$ cat config.mk
export PLATFORM = sky130hd
export DESIGN_NAME = rgmii_tx_framer
export DESIGN_NICKNAME = d
export VERILOG_FILES = /design/src/rtl/rgmii_pkg.sv /design/src/rtl/crc32_d8.sv /design/src/rtl/rgmii_tx_framer.sv
export SDC_FILE = /design/constraint.sdc
export NUM_CORES = 1
export LEC_CHECK = 0
export ABC_AREA = 1
export CORE_ASPECT_RATIO = 0.5
export CORE_MARGIN = 4
export CORE_UTILIZATION = 48
export CTS_BUF_LIST = sky130_fd_sc_hd__clkbuf_8
export DETAILED_ROUTE_END_ITERATION = 8
export PLACE_DENSITY = 0.68
export SLEW_MARGIN = 40
export SYNTH_ARGS = -nofsm -noshare
export SYNTH_HDL_FRONTEND = slang
export SYNTH_SLANG_ARGS = --single-unit
$ cat constraint.sdc
create_clock -name CLK -period 4 [get_ports CLK]
set_clock_uncertainty 0.15 [all_clocks]
set_input_delay 1 -clock CLK [delete_from_list [all_inputs] [get_ports CLK]]
set_output_delay 1 -clock CLK [all_outputs]
set_load 0.005 [all_outputs]
$ cat src/rtl/rgmii_pkg.sv
`default_nettype none
// ============================================================================
// Module   : rgmii_pkg
// Brief    : Shared types, byte constants and CRC-32 helpers for the RGMII
//            transmit framer.
// Revision : 1.0 - initial release
// ============================================================================
package rgmii_pkg;

  typedef enum logic [2:0] {
    ST_IDLE = 3'd0,
    ST_PRE  = 3'd1,
    ST_SFD  = 3'd2,
    ST_DATA = 3'd3,
    ST_PAD  = 3'd4,
    ST_FCS  = 3'd5,
    ST_IFG  = 3'd6
  } tx_state_e;

  localparam logic [7:0]  PREAMBLE_BYTE = 8'h55;
  localparam logic [7:0]  SFD_BYTE      = 8'hD5;

  localparam logic [31:0] CRC_POLY      = 32'h04C11DB7;
  localparam logic [31:0] CRC_INIT      = 32'hFFFFFFFF;
  localparam logic [31:0] CRC_RESIDUE   = 32'hC704DD7B;

  function automatic logic [31:0] reflect32(input logic [31:0] v);
    logic [31:0] r;
    for (int i = 0; i < 32; i++) begin
      r[i] = v[31-i];
    end
    return r;
  endfunction

  // LSB-first (reflected) update: one data byte folded into the running CRC.
  function automatic logic [31:0] crc32_byte(input logic [31:0] crc,
                                             input logic [7:0]  data);
    logic [31:0] c;
    logic [31:0] p;
    p = reflect32(CRC_POLY);
    c = crc ^ {24'h000000, data};
    for (int i = 0; i < 8; i++) begin
      c = c[0] ? ((c >> 1) ^ p) : (c >> 1);
    end
    return c;
  endfunction

endpackage
`default_nettype wire

$ cat src/rtl/crc32_d8.sv
`default_nettype none
// ============================================================================
// Module   : crc32_d8
// Brief    : Byte-per-cycle reflected CRC-32 accumulator with clear/enable.
// Revision : 1.0 - initial release
// ============================================================================
module crc32_d8
  import rgmii_pkg::*;
(
  input  logic        clk_i,
  input  logic        rst_ni,
  input  logic        clr_i,
  input  logic        en_i,
  input  logic [7:0]  data_i,
  output logic [31:0] crc_o
);

  logic [31:0] crc_q;
  logic [31:0] crc_d;

  always_comb begin
    crc_d = crc_q;
    if (clr_i) begin
      crc_d = CRC_INIT;
    end else if (en_i) begin
      crc_d = crc32_byte(crc_q, data_i);
    end
  end

  always_ff @(posedge clk_i or negedge rst_ni) begin
    if (!rst_ni) begin
      crc_q <= CRC_INIT;
    end else begin
      crc_q <= crc_d;
    end
  end

  assign crc_o = crc_q;

endmodule
`default_nettype wire

$ cat src/rtl/rgmii_tx_framer.sv
`default_nettype none
// ============================================================================
// Module   : rgmii_tx_framer
// Brief    : GMII-side transmit sequencer: preamble/SFD, payload, padding,
//            optional FCS (define RGMII_TX_FCS_EN), inter-frame gap, underrun.
// Revision : 1.0 - initial release
// ============================================================================
module rgmii_tx_framer
  import rgmii_pkg::*;
#(
  parameter int IFG_CYCLES = 12,
  parameter int MIN_LEN    = 60,
  parameter int PRE_LEN    = 7
) (
  input  logic       CLK,
  input  logic       RST_N,
  input  logic [7:0] S_DATA,
  input  logic       S_VALID,
  input  logic       S_LAST,
  input  logic       S_ERR,
  output logic       S_READY,
  output logic [7:0] TXD_OUT,
  output logic       TX_EN,
  output logic       TX_ER,
  output logic       BUSY,
  output logic       FRAME_DONE,
  output logic       UNDERRUN
);

  localparam logic [15:0] PRE_LAST  = 16'(PRE_LEN - 1);
  localparam logic [15:0] IFG_LAST  = 16'(IFG_CYCLES - 1);
  localparam logic [15:0] MIN_LEN_W = 16'(MIN_LEN);

  tx_state_e   state_q;
  logic [15:0] count_q;
  logic [15:0] phase_q;
  logic        clean_q;

  logic [15:0] count_inc;
  logic        accept_phase;

  assign count_inc    = (count_q == 16'hFFFF) ? count_q : count_q + 16'd1;
  assign accept_phase = (state_q == ST_SFD) || (state_q == ST_DATA);
  assign S_READY      = accept_phase;

`ifdef RGMII_TX_FCS_EN
  localparam tx_state_e TAIL_STATE = ST_FCS;

  logic [31:0] crc;
  logic [31:0] fcs_word;
  logic [7:0]  fcs_byte;
  logic        crc_clr;
  logic        crc_en;
  logic [7:0]  crc_data;

  assign crc_clr  = (state_q == ST_IDLE);
  assign crc_en   = (accept_phase && S_VALID) || (state_q == ST_PAD);
  assign crc_data = (state_q == ST_PAD) ? 8'h00 : S_DATA;
  assign fcs_word = ~crc;
  assign fcs_byte = fcs_word[{phase_q[1:0], 3'b000} +: 8];

  crc32_d8 u_crc (
    .clk_i  (CLK),
    .rst_ni (RST_N),
    .clr_i  (crc_clr),
    .en_i   (crc_en),
    .data_i (crc_data),
    .crc_o  (crc)
  );
`else
  localparam tx_state_e TAIL_STATE = ST_IFG;
`endif

  // Outputs are registered one step ahead: the state names what is on the
  // wire now, and each edge loads the byte that follows it.
  always_ff @(posedge CLK or negedge RST_N) begin
    if (!RST_N) begin
      state_q    <= ST_IDLE;
      count_q    <= 16'd0;
      phase_q    <= 16'd0;
      clean_q    <= 1'b0;
      TXD_OUT    <= 8'h00;
      TX_EN      <= 1'b0;
      TX_ER      <= 1'b0;
      BUSY       <= 1'b0;
      FRAME_DONE <= 1'b0;
      UNDERRUN   <= 1'b0;
    end else begin
      FRAME_DONE <= 1'b0;
      UNDERRUN   <= 1'b0;
      TX_ER      <= 1'b0;
      case (state_q)
        ST_IDLE: begin
          TX_EN   <= 1'b0;
          TXD_OUT <= 8'h00;
          if (S_VALID) begin
            state_q <= ST_PRE;
            phase_q <= 16'd0;
            count_q <= 16'd0;
            clean_q <= 1'b1;
            BUSY    <= 1'b1;
            TX_EN   <= 1'b1;
            TXD_OUT <= PREAMBLE_BYTE;
          end
        end

        ST_PRE: begin
          TX_EN <= 1'b1;
          if (phase_q == PRE_LAST) begin
            TXD_OUT <= SFD_BYTE;
            state_q <= ST_SFD;
          end else begin
            TXD_OUT <= PREAMBLE_BYTE;
            phase_q <= phase_q + 16'd1;
          end
        end

        ST_SFD, ST_DATA: begin
          TX_EN <= 1'b1;
          if (S_VALID) begin
            TXD_OUT <= S_DATA;
            TX_ER   <= S_ERR;
            count_q <= count_inc;
            state_q <= ST_DATA;
            if (S_LAST) begin
              if (count_inc < MIN_LEN_W) begin
                state_q <= ST_PAD;
              end else begin
                state_q <= TAIL_STATE;
                phase_q <= 16'd0;
              end
            end
          end else begin
            // Source starved mid-frame: poison the wire and abandon the frame.
            TXD_OUT  <= 8'h00;
            TX_ER    <= 1'b1;
            UNDERRUN <= 1'b1;
            clean_q  <= 1'b0;
            state_q  <= ST_IFG;
            phase_q  <= 16'd0;
          end
        end

        ST_PAD: begin
          TX_EN   <= 1'b1;
          TXD_OUT <= 8'h00;
          count_q <= count_inc;
          if (count_inc >= MIN_LEN_W) begin
            state_q <= TAIL_STATE;
            phase_q <= 16'd0;
          end
        end

`ifdef RGMII_TX_FCS_EN
        ST_FCS: begin
          TX_EN   <= 1'b1;
          TXD_OUT <= fcs_byte;
          if (phase_q[1:0] == 2'd3) begin
            state_q <= ST_IFG;
            phase_q <= 16'd0;
          end else begin
            phase_q <= phase_q + 16'd1;
          end
        end
`endif

        ST_IFG: begin
          TX_EN      <= 1'b0;
          TXD_OUT    <= 8'h00;
          FRAME_DONE <= clean_q && (phase_q == 16'd0);
          if (phase_q == IFG_LAST) begin
            state_q <= ST_IDLE;
            BUSY    <= 1'b0;
          end else begin
            phase_q <= phase_q + 16'd1;
          end
        end

        default: begin
          state_q <= ST_IDLE;
          TX_EN   <= 1'b0;
          TXD_OUT <= 8'h00;
          BUSY    <= 1'b0;
        end
      endcase
    end
  end

endmodule
`default_nettype wire

==> metrics <==
status=complete, no violations; Peak supply drop=0.2381 mV; number of flops mapped to enable cells by yosys=0; Ports=27; Post-CTS Setup Repair Bufs=0; final setup fails=0; ANT nets after route=0; post-layout instance area=3457 um2; Seq/Total Area, Yosys=40.77%; worst skew pair latency=0.31 ns; first-pass GRT wire length=11940 um; CTS Buf Count=5; slowest stage cell on the critical path=clkdlybuf4s50_1; dominant synthesized flop cell=dfrtp_1; Die Footprint=7674 um2; most used routing layer=met2; Synth Cell Area=3008 um2; largest net degree at the start of global routing=50; Reg clk slew, reported paths=0.08 ns; Initial Util=49.47%; Antenna Cells=0; asr flop ratio synth=100.0%; Tot Pwr=1.769 mW; Highest Clock Rate=347.6 MHz; CTS tree=yes; Yosys cell types=32; Crit path largest cell delay=0.58 ns; layout overhead on the synthesized area=14.93%; met2 usage=32.63%; IO Port Bufs=26; Final period util=71.93%; crit path cell chain=clkdlybuf4s50_1 > inv_1 > nor2_4 > inv_1 > nand2_1 > nand4_2 > nand2_2 > nand2_1 > nand2_1; via count=2722; total clock sinks=49; clock root cell=clkbuf_8; Post-CTS Resized=0; GR Util All Layers=19.27%; WP data arrival=2.98 ns; most common cell after layout, fill and taps aside=nand2_1; Hold-fix buffers, CTS=0; Leak=1.534 nW; PwrDens=511.6 nW/um2; Placer Congestion=0.9158; FILL cells=574; WL/cell=12.61 um; die height=63.98 um; crit end category=flip-flop; Hold Fails Final Rpt=0; deepest clock path buffer count=2; Max Slew Vio Count=0; cell mode on critical path=nand2_1; Worst EP required=4.10 ns; Worst Tran Pin Value=0.6153 ns; final non-filler cell total=528; met1 track demand over resource=24.25%; Die X=120.0 um; Crit Path Category=input pin to flip-flop; core box area=6081 um2; num rows=20; 1st-iter DRT viols=144; Critical Path Start Type=input pin; Final Util=56.85%; commonest non-fill, non-tap cells in the layout=nand2_1 (104), inv_1 (51), nor2_1 (50), dfrtp_1 (49), nand3_1 (27); #FFs+latches synth=49; Synth Instances=411; M3 GR Usage=4.332%; number of max-cap violations=0; post-placement cell area=3341 um2; final WL=6660 um; number of global-route vias before repair=2677; DP HPWL=5048 um; routed vias/inst=5.155; Final WS setup=1.123 ns; initial antenna violation count=0; number of remaining DRC errors=0; pre-CTS setup slack=0.7932 ns; 1st-pass router iterations=6; setup tns final=0 ns; hold slack=0.3647 ns; synthesized area per cell=7.318 um2; layout cells sized above 1=11.59%; Tmin final=2.877 ns; Worst Hold Class=flip-flop to flip-flop; Slew HR=58.98%; global route overflow=0; number of cells after detailed placement=520; Yosys warnings=0; Syn Nets=428; H-tree depth=2; crit path max fanout=20; Final #Nets=456; RSZ-0062 raised after global routing=false
[report_power, final]
group          switching [mW]  internal (mW)  total [mW]
registers              0.0681          0.594       0.662
logic                   0.479          0.259       0.738
clock network           0.168          0.201       0.369
total                   0.715           1.05        1.77
[area by class of cell]
cell class	count	area, um2	area share [%]
repair buffers	27	265.3	7.673
well taps	88	110.1	3.185
multi-input cells	305	1548	44.77
clock buffers	6	82.58	2.389
flip-flops and latches	49	1226	35.47
inverters	51	191.4	5.537
clock inverters	2	33.78	0.9772
[metal layers]
layer	vias up	share of wire, %
met1	1297	47
met5	-	0
met3	10	3.7
met2	46	48
li1	1369	-
met4	0	1.7
[worst max-delay path, delay by kind of cell]
family	cells	cell delay, ns
buf+inv	3	0.80
simple gates	6	1.17
[cells by family (layout without fill, tap and decap cells)]
group,count (synthesis),count (layout),share of synthesized area (%)
compound gates,53,53,10.27
xor+xnor,8,8,2.330
fa+ha+maj,4,4,1.664
buf+inv,57,86,7.779
flops,49,49,40.77
simple gates,240,240,37.19
[sequential cells by signal, indices dropped and copies added (netlist names)]
name and cells:
BUSY 1, FRAME_DONE 1, clean_q 1, TX_ER 1, phase_q 16, TXD_OUT 8, TX_EN 1, UNDERRUN 1
state_q 3, count_q 16
[synthesized netlist by cell type, types with 4 or more instances]
cell type	instances	area [um2]
nand3_1	27	135.1
a21oi_1	9	45.04
o21ai_2	4	35.03
nand2_1	104	390.4
o22ai_1	8	50.05
o21ai_1	7	35.03
nor2_4	6	67.56
dfrtp_1	49	1226
nor2_1	50	187.7
nor4_1	5	31.28
o21ai_0	20	100.1
nand4_1	11	68.82
nor2_2	9	56.30
nand2_2	16	100.1
xor2_1	7	61.31
ha_1	4	50.05
nor3_1	8	40.04
inv_1	50	187.7
[final timing paths]
path | start | endpoint | slack (ns) | cells past startpoint
setup / recovery | S_VALID | phase_q[9]$_DFFE_PN0P_ | 1.12 | 9
hold / removal | phase_q[7]$_DFFE_PN0P_ | phase_q[7]$_DFFE_PN0P_ | 0.36 | 2
min in group asynchronous | RST_N | phase_q[11]$_DFFE_PN0P_ | 0.54 | 1
setup reg to reg | count_q[0]$_DFFE_PN0P_ | phase_q[9]$_DFFE_PN0P_ | 1.29 | 13
hold reg to reg | phase_q[7]$_DFFE_PN0P_ | phase_q[7]$_DFFE_PN0P_ | 0.36 | 2
max in group asynchronous | RST_N | phase_q[8]$_DFFE_PN0P_ | 2.74 | 1
Note: power is estimated with default switching activity, not from simulation.
